### src/rtl/iq_frame_packer.sv
// IQ sample FIFO with optional frame header insertion for the FX2LP sender.
// Define IQ_FRAME_HEADER_EN to enable header/seq framing; default is a plain FIFO.
module iq_frame_packer #(
   parameter int FIFO_DEPTH    = 32,
   parameter int PAYLOAD_WORDS = 16
) (
   input  logic        csi_clk,
   input  logic        rsi_reset,
   input  logic [31:0] asi_in0_data,
   input  logic        asi_in0_valid,
   output logic [31:0] aso_out0_data,
   output logic        aso_out0_valid,
   input  logic        aso_out0_ready,
   output logic        coe_overflow
);

   localparam int AW = $clog2(FIFO_DEPTH);
   localparam logic [AW:0] DEPTH_L = (AW+1)'(FIFO_DEPTH);

   if (FIFO_DEPTH < 8 || FIFO_DEPTH > 256 ||
       (FIFO_DEPTH & (FIFO_DEPTH - 1)) != 0 ||
       PAYLOAD_WORDS < 1 || PAYLOAD_WORDS > FIFO_DEPTH) begin : g_bad_param
      $error("iq_frame_packer: illegal FIFO_DEPTH/PAYLOAD_WORDS");
   end

   logic [31:0] r_mem [FIFO_DEPTH];
   logic [AW:0] r_wptr;
   logic [AW:0] r_rptr;
   logic [AW:0] w_occ;
   logic [31:0] w_head;
   logic        w_full;
   logic        w_push;
   logic        w_pop;
   logic        w_drop;
   logic        w_xfer;
   logic        r_ovf;

   // Pointers are one bit wider than the index so full and empty differ.
   assign w_occ  = r_wptr - r_rptr;
   assign w_full = (w_occ == DEPTH_L);
   assign w_head = r_mem[r_rptr[AW-1:0]];
   assign w_xfer = aso_out0_valid & aso_out0_ready;
   // A pop in the same cycle frees a slot, so a full FIFO still takes the push.
   assign w_push = asi_in0_valid & (~w_full | w_pop);
   assign w_drop = asi_in0_valid & w_full & ~w_pop;

   assign coe_overflow = r_ovf;

   // Sample storage; no reset needed since occupancy guards every read.
   always_ff @(posedge csi_clk) begin
      if (w_push) begin
         r_mem[r_wptr[AW-1:0]] <= asi_in0_data;
      end
   end

   // Read/write pointers, wrapping naturally modulo the pointer width.
   always_ff @(posedge csi_clk or posedge rsi_reset) begin
      if (rsi_reset) begin
         r_wptr <= '0;
         r_rptr <= '0;
      end else begin
         if (w_push) r_wptr <= r_wptr + 1'b1;
         if (w_pop)  r_rptr <= r_rptr + 1'b1;
      end
   end

`ifdef IQ_FRAME_HEADER_EN

   typedef enum logic [1:0] {
      S_IDLE,
      S_HEADER,
      S_PAYLOAD
   } state_t;

   localparam logic [AW:0] PW_L   = (AW+1)'(PAYLOAD_WORDS);
   localparam logic [AW:0] LAST_L = (AW+1)'(PAYLOAD_WORDS - 1);

   state_t      r_state;
   state_t      w_next;
   logic [15:0] r_seq;
   logic [AW:0] r_cnt;
   logic        w_hdr_xfer;

   assign w_hdr_xfer = w_xfer & (r_state == S_HEADER);
   assign w_pop      = w_xfer & (r_state == S_PAYLOAD);

   // State register.
   always_ff @(posedge csi_clk or posedge rsi_reset) begin
      if (rsi_reset) r_state <= S_IDLE;
      else           r_state <= w_next;
   end

   // Next state: start a frame only once a full payload is buffered.
   always_comb begin
      w_next = r_state;
      unique case (r_state)
         S_IDLE: begin
            if (w_occ >= PW_L) w_next = S_HEADER;
         end
         S_HEADER: begin
            if (w_xfer) w_next = S_PAYLOAD;
         end
         S_PAYLOAD: begin
            if (w_xfer && r_cnt == LAST_L) w_next = S_IDLE;
         end
         default: w_next = S_IDLE;
      endcase
   end

   // Output decode: header word, show-ahead FIFO head, or idle zero.
   always_comb begin
      aso_out0_valid = 1'b0;
      aso_out0_data  = '0;
      unique case (r_state)
         S_HEADER: begin
            aso_out0_valid = 1'b1;
            aso_out0_data  = {8'hA5, r_ovf, 7'b0, r_seq};
         end
         S_PAYLOAD: begin
            aso_out0_valid = 1'b1;
            aso_out0_data  = w_head;
         end
         default: begin
            aso_out0_valid = 1'b0;
            aso_out0_data  = '0;
         end
      endcase
   end

   // Frame sequence number and payload word counter.
   always_ff @(posedge csi_clk or posedge rsi_reset) begin
      if (rsi_reset) begin
         r_seq <= '0;
         r_cnt <= '0;
      end else if (w_hdr_xfer) begin
         r_seq <= r_seq + 16'd1;
         r_cnt <= '0;
      end else if (w_pop) begin
         r_cnt <= r_cnt + 1'b1;
      end
   end

   // Sticky drop flag, cleared when a header reports it downstream.
   always_ff @(posedge csi_clk or posedge rsi_reset) begin
      if (rsi_reset) r_ovf <= 1'b0;
      else           r_ovf <= w_drop | (r_ovf & ~w_hdr_xfer);
   end

`else

   logic w_empty;

   assign w_empty = (w_occ == '0);
   assign w_pop   = w_xfer;

   // Plain FIFO output: head word whenever anything is buffered.
   always_comb begin
      aso_out0_valid = ~w_empty;
      aso_out0_data  = w_empty ? 32'd0 : w_head;
   end

   // Sticky drop flag, cleared only by reset.
   always_ff @(posedge csi_clk or posedge rsi_reset) begin
      if (rsi_reset) r_ovf <= 1'b0;
      else           r_ovf <= r_ovf | w_drop;
   end

`endif

endmodule

### config.mk
export PLATFORM = sky130hd
export DESIGN_NAME = iq_frame_packer
export DESIGN_NICKNAME = d
export VERILOG_FILES = /design/src/rtl/iq_frame_packer.sv
export SDC_FILE = /design/constraint.sdc
export NUM_CORES = 1
export LEC_CHECK = 0
export ABC_AREA = 0
export BUFFER_PORTS_ARGS = -buffer_cell sky130_fd_sc_hd__buf_2
export CAP_MARGIN = 10
export CORE_ASPECT_RATIO = 0.5
export CORE_MARGIN = 2
export CORE_UTILIZATION = 50
export DETAILED_ROUTE_END_ITERATION = 7
export GPL_TIMING_DRIVEN = 0
export PLACE_DENSITY = 0.66
export SKIP_CTS_REPAIR_TIMING = 1
export SLEW_MARGIN = 20
export SYNTH_ARGS = -nofsm -noshare
export SYNTH_HDL_FRONTEND = slang
export SYNTH_SLANG_ARGS = --single-unit
### constraint.sdc
create_clock -name csi_clk -period 6.9 [get_ports csi_clk]
set_input_delay 1.38 -clock csi_clk [delete_from_list [all_inputs] [get_ports csi_clk]]
set_output_delay 1.38 -clock csi_clk [all_outputs]
set_load 0.05 [all_outputs]
==> After elaboration in Yosys (flattened, before gate mapping) <==
Memory sizes are Yosys's and may differ from the RTL's.
Index checks and enable logic that the tools add are counted.
{ "classes": {"add_sub_neg": 3, "eq_ne": 1, "muxes": 3, "bitwise": 9, "n_reduce_logical": 1} }
{ "ops": {"columns": ["op", "count"], "rows": [
  ["2-to-1 mux 32 bit", 1],
  ["adder 6 x 1 -> 6 bit (second input constant)", 2],
  ["== test 6 bit (second input constant)", 1],
  ["logical NOT 6 bit", 1],
  ["subtractor 6 bit", 1],
  ["AND 1 bit", 4],
  ["NOT 1 bit", 3],
  ["2-to-1 mux 1 bit", 2],
  ["OR 1 bit", 2]
]} }
{ "word_totals": {"register_bits": 13, "ram_bits": 1024, "input_bits": 36, "output_inout_bits": 34, "elab_cells": 21, "mem_count": 1} }
{ "mem_list": {"columns": ["memory", "words", "width", "rd", "rd_clocked_by_memory_dff", "wr", "line", "rtl"], "rows": [
  ["r_mem", 32, 32, 1, 0, 1, "26", "logic [31:0] r_mem [FIFO_DEPTH];"]
]} }

==> Logic depth before layout (Yosys ltp) <==
{ "depth": {"word_depth": 8, "ltp_mapped": 14, "ltp_nobuf": 8} }

==> Worst setup path after synthesis <==
No wires, ideal clock.
{ "synth_path": {"kind": "reg2out", "from": "reg r_rptr[2]", "to": "out aso_out0_data[30]", "t_arrival_ps": 3151, "required_ps": 5520, "slack_ps": 2369, "stages_incl_launch_ff": 14, "path_buffers": 5, "path_cell_list": "dfrtp_1 clkbuf_1 inv_1 clkbuf_1 clkbuf_1 ha_1 o21ai_0 a21oi_1 o32ai_2 nor4bb_1 buf_2 nand2b_4 buf_4 o22ai_1"} }
{ "synth_between": {"elab_chain_cells": 3, "elab_cells_between_ends": 4, "cone_classes": "1 x add/sub; 1 x mux; 1 x reduce/logical; 1 x memory"} }
{ "synth_rtl": {"columns": ["item", "line", "rtl"], "rows": [
  ["start: declaration", "28", "logic [AW:0] r_rptr;"],
  ["start signal: assignment", "63", "if (w_pop) r_rptr <= r_rptr + 1'b1;"],
  ["subtractor 6 bit", "39", "assign w_occ = r_wptr - r_rptr;"],
  ["logical NOT 6 bit", "153", "assign w_empty = (w_occ == '0);"],
  ["2-to-1 mux 32 bit (*)", "159", "aso_out0_data = w_empty ? 32'd0 : w_head;"],
  ["end: declaration", "11", "output logic [31:0] aso_out0_data,"]
]} }
Mark *: on every way between the ends. The rest lies on a longest branch, timed or not.

==> Worst setup path after layout <==
{ "layout_path": {"from": "reg r_rptr[1]", "to": "out aso_out0_data[26]"} }
Same word-level chain as after synthesis.

==> impl_metrics.yaml <==
floorplan:
  die_w_um: 405.6
  ios: 70
  dieArea_um2: 83050
  core_um2: 79650
  start_util_pct: 50.61
  fp-row-count: 73
  die_h_um: 204.8
global_routing:
  grt_antenna_before_repair: 6
  grt_pass1_wl_mm: 149.8
  first_global_vias: 20410
  grtUsageTotal_pct: 26.04
  overflow: 0
  grt_start_max_net_pins: 33
synth:
  netlist_area_um2: 40310
  synth-seq-cells: 1037
  muxShareOfSynthArea_pct: 14.38
  synth_edf_count: 1024
  synth_xor_area_share_pct: 0.2825
  syn_inst: 2003
  synth_compound_area_share_pct: 2.719
  yosysSeqAreaShare_pct: 77.09
  synthArstFlopShare_pct: 1.254
  syn_nets: 2049
  ys.flop_type: "edfxtp_1"
  ys_warn_count: 0
  synth_fa_ha_area_share_pct: 0.3104
  syn_avg_cell_area_um2: 20.13
  ys_types: 40
  yosys.area_share.simple_pct: 3.874
  synth_top_family_by_area: "multiplexers"
placed_design:
  dp_cells: 3209
  portBuffers: 68
  place_congestion: 0.8457
  dpl.hpwl_mm: 71.35
  pre_cts_slack_ns: 1.056
routing:
  first_pass_iters: 5
  num_vias: 21030
  drc: 0
  totalWireLength_mm: 106.0
  drt_iter0_markers: 3228
  vias_per_cell: 6.247
  ant_nets: 0
  post_drt_wl_per_cell_um: 31.49
timing:
  rsz0062_at_grt: "false"
  slew_headroom_pct: 29.38
  finalWorstSetupSlack_ns: 0.3015
  drv_slew: 0
  hold_violations: 0
  fmax_mhz: 151.6
  fin_setup_tns_ns: 0
  worst_slew_pin_slew_ns: 1.059
  fin_crit_sh_pct: 95.63
  finalClockSkew_ns: 0.02354
  setup_viol_count_final: 0
  fin_crit_ns: 6.598
pwr:
  p_per_area_nw_per_um2: 431.6
  peakVddDrop_mv: 0.4472
  p_leak_nw: 14.88
  finalPower_mw: 19.98
setup_path:
  cp.required_ns: 5.52
  critPathMaxFanout: 10
  cp-end-kind: "primary output"
  critPathArrivalTime_ns: 5.22
  worstSetupPathType: "reg2out"
  startpoint_type: "flop"
cells_and_area:
  final_common_cell: "edfxtp_1"
  layout_common_cells: "1024 x edfxtp_1, 327 x nand2_1, 256 x mux4_2, 130 x a21oi_1, 99 x buf_2"
  syn2layout_area_growth_pct: 14.81
  final-instance-count-excl-fill: 3367
  drive_gt1_share_pct: 26.46
  utilization_pct: 58.11
  nNetsFinal: 2261
clocking:
  clk_latency_ns: 0.66
  clk_path_buf_depth: 3
  htreeDepth: 3
  root_buffer: "clkbuf_16"
  clk_pin_slew_worst_paths_ns: 0.07
  numCtsBuffers: 91
  cts.sinks: 1037
  cts_tree: "built"
run_status:
  status: "completed"
flow_run:
  max-cap-violations: 0
min_path:
  hp-class: "reg2reg"
Yosys cell counts, drive strengths merged (2+ instances only):
cell / number / area share [%]
nand3b: 3 / 0.056
dfrtp: 13 / 0.81
a21oi: 130 / 1.6
edfxtp: 1024 / 76
nor2: 39 / 0.36
xor2: 2 / 0.043
and3: 2 / 0.031
nand2: 327 / 3.0
nor4: 3 / 0.047
or3: 2 / 0.031
inv: 9 / 0.084
o22ai: 32 / 0.96
clkbuf: 61 / 0.57
nand2b: 4 / 0.081
nand3: 7 / 0.099
buf: 52 / 0.69
xnor2: 11 / 0.24
ha: 10 / 0.31
mux4: 256 / 14
mux2: 2 / 0.056
critical path, cell delays in order (launching register included):
cell	delay [ns]
dfrtp_1	0.41
buf_2	0.21
inv_1	0.10
clkbuf_1	0.72
buf_1	0.75
ha_1	0.31
nor2_1	0.08
a21oi_1	0.19
mux2i_1	0.28
nor4bb_1	0.33
buf_2	0.25
nand2b_4	0.21
buf_4	0.24
o22ai_2	0.20
buf_2	0.27
power breakdown:
part           internal [mW]  total, mW  leakage, nW  switching [mW]
combinational           2.57       7.59         4.14            5.02
clock                   2.67       4.89         1.35            2.22
sequential              7.38       7.49         9.38           0.114
worst paths after layout:
kind | to | from | depth (start not counted) | slack (ns)
setup / recovery | aso_out0_data[26] | r_rptr[1] | 14 | 0.30
hold / removal | r_wptr[5] | r_wptr[5] | 1 | 0.51
setup reg to reg | r_mem[22][4] | r_rptr[1] | 12 | 1.12
hold reg to reg | r_wptr[5] | r_wptr[5] | 1 | 0.51
max in group asynchronous | r_wptr[4] | rsi_reset | 2 | 5.67
min in group asynchronous | r_wptr[5] | rsi_reset | 2 | 0.82
metal layers:
metal / track usage (%) / wire length, um / up-vias
met2: 37.84 / 47050 / 1185
met4: 7.090 / 2951 / 6
met5: 0 / 33 / -
met3: 6.652 / 11910 / 171
met1: 39.53 / 44080 / 11180
li1: - / - / 8494
flip-flops by register name (all words and copies together), names as in the netlist:
register,flops
coe_overflow,1
r_mem,1024
r_wptr,6
r_rptr,6
final cells by class:
| cell class | count | area, um2 |
|---|---|---|
| diodes | 1 | 2.502 |
| flip-flops and latches | 1037 | 31070 |
| plain buffers | 113 | 511.7 |
| multi-input cells | 844 | 8935 |
| inverters | 9 | 33.78 |
| well taps | 1087 | 1360 |
| clock inverters | 40 | 312.8 |
| fillers | 5734 | 33360 |
| repair buffers | 119 | 1614 |
| clock buffers | 117 | 2437 |
per-stage QoR:
stage	hold slack (ns)	instance area (um2)
floorplan	0.4607	40310
global placement	0.4904	42010
detailed placement	0.4936	43530
CTS	0.5038	46280
global route	0.5419	46280
finish	0.5125	46280
cells by family (layout without fill, tap and decap cells):
group / Yosys count / after routing
flops: 1037 / 1037
xor+xnor: 13 / 13
buf+inv: 122 / 398
simple gates: 394 / 394
fa+ha+maj: 10 / 10
compound gates: 168 / 168
other cells: 0 / 1
mux: 259 / 259
Note: power is estimated with default switching activity, not from simulation.
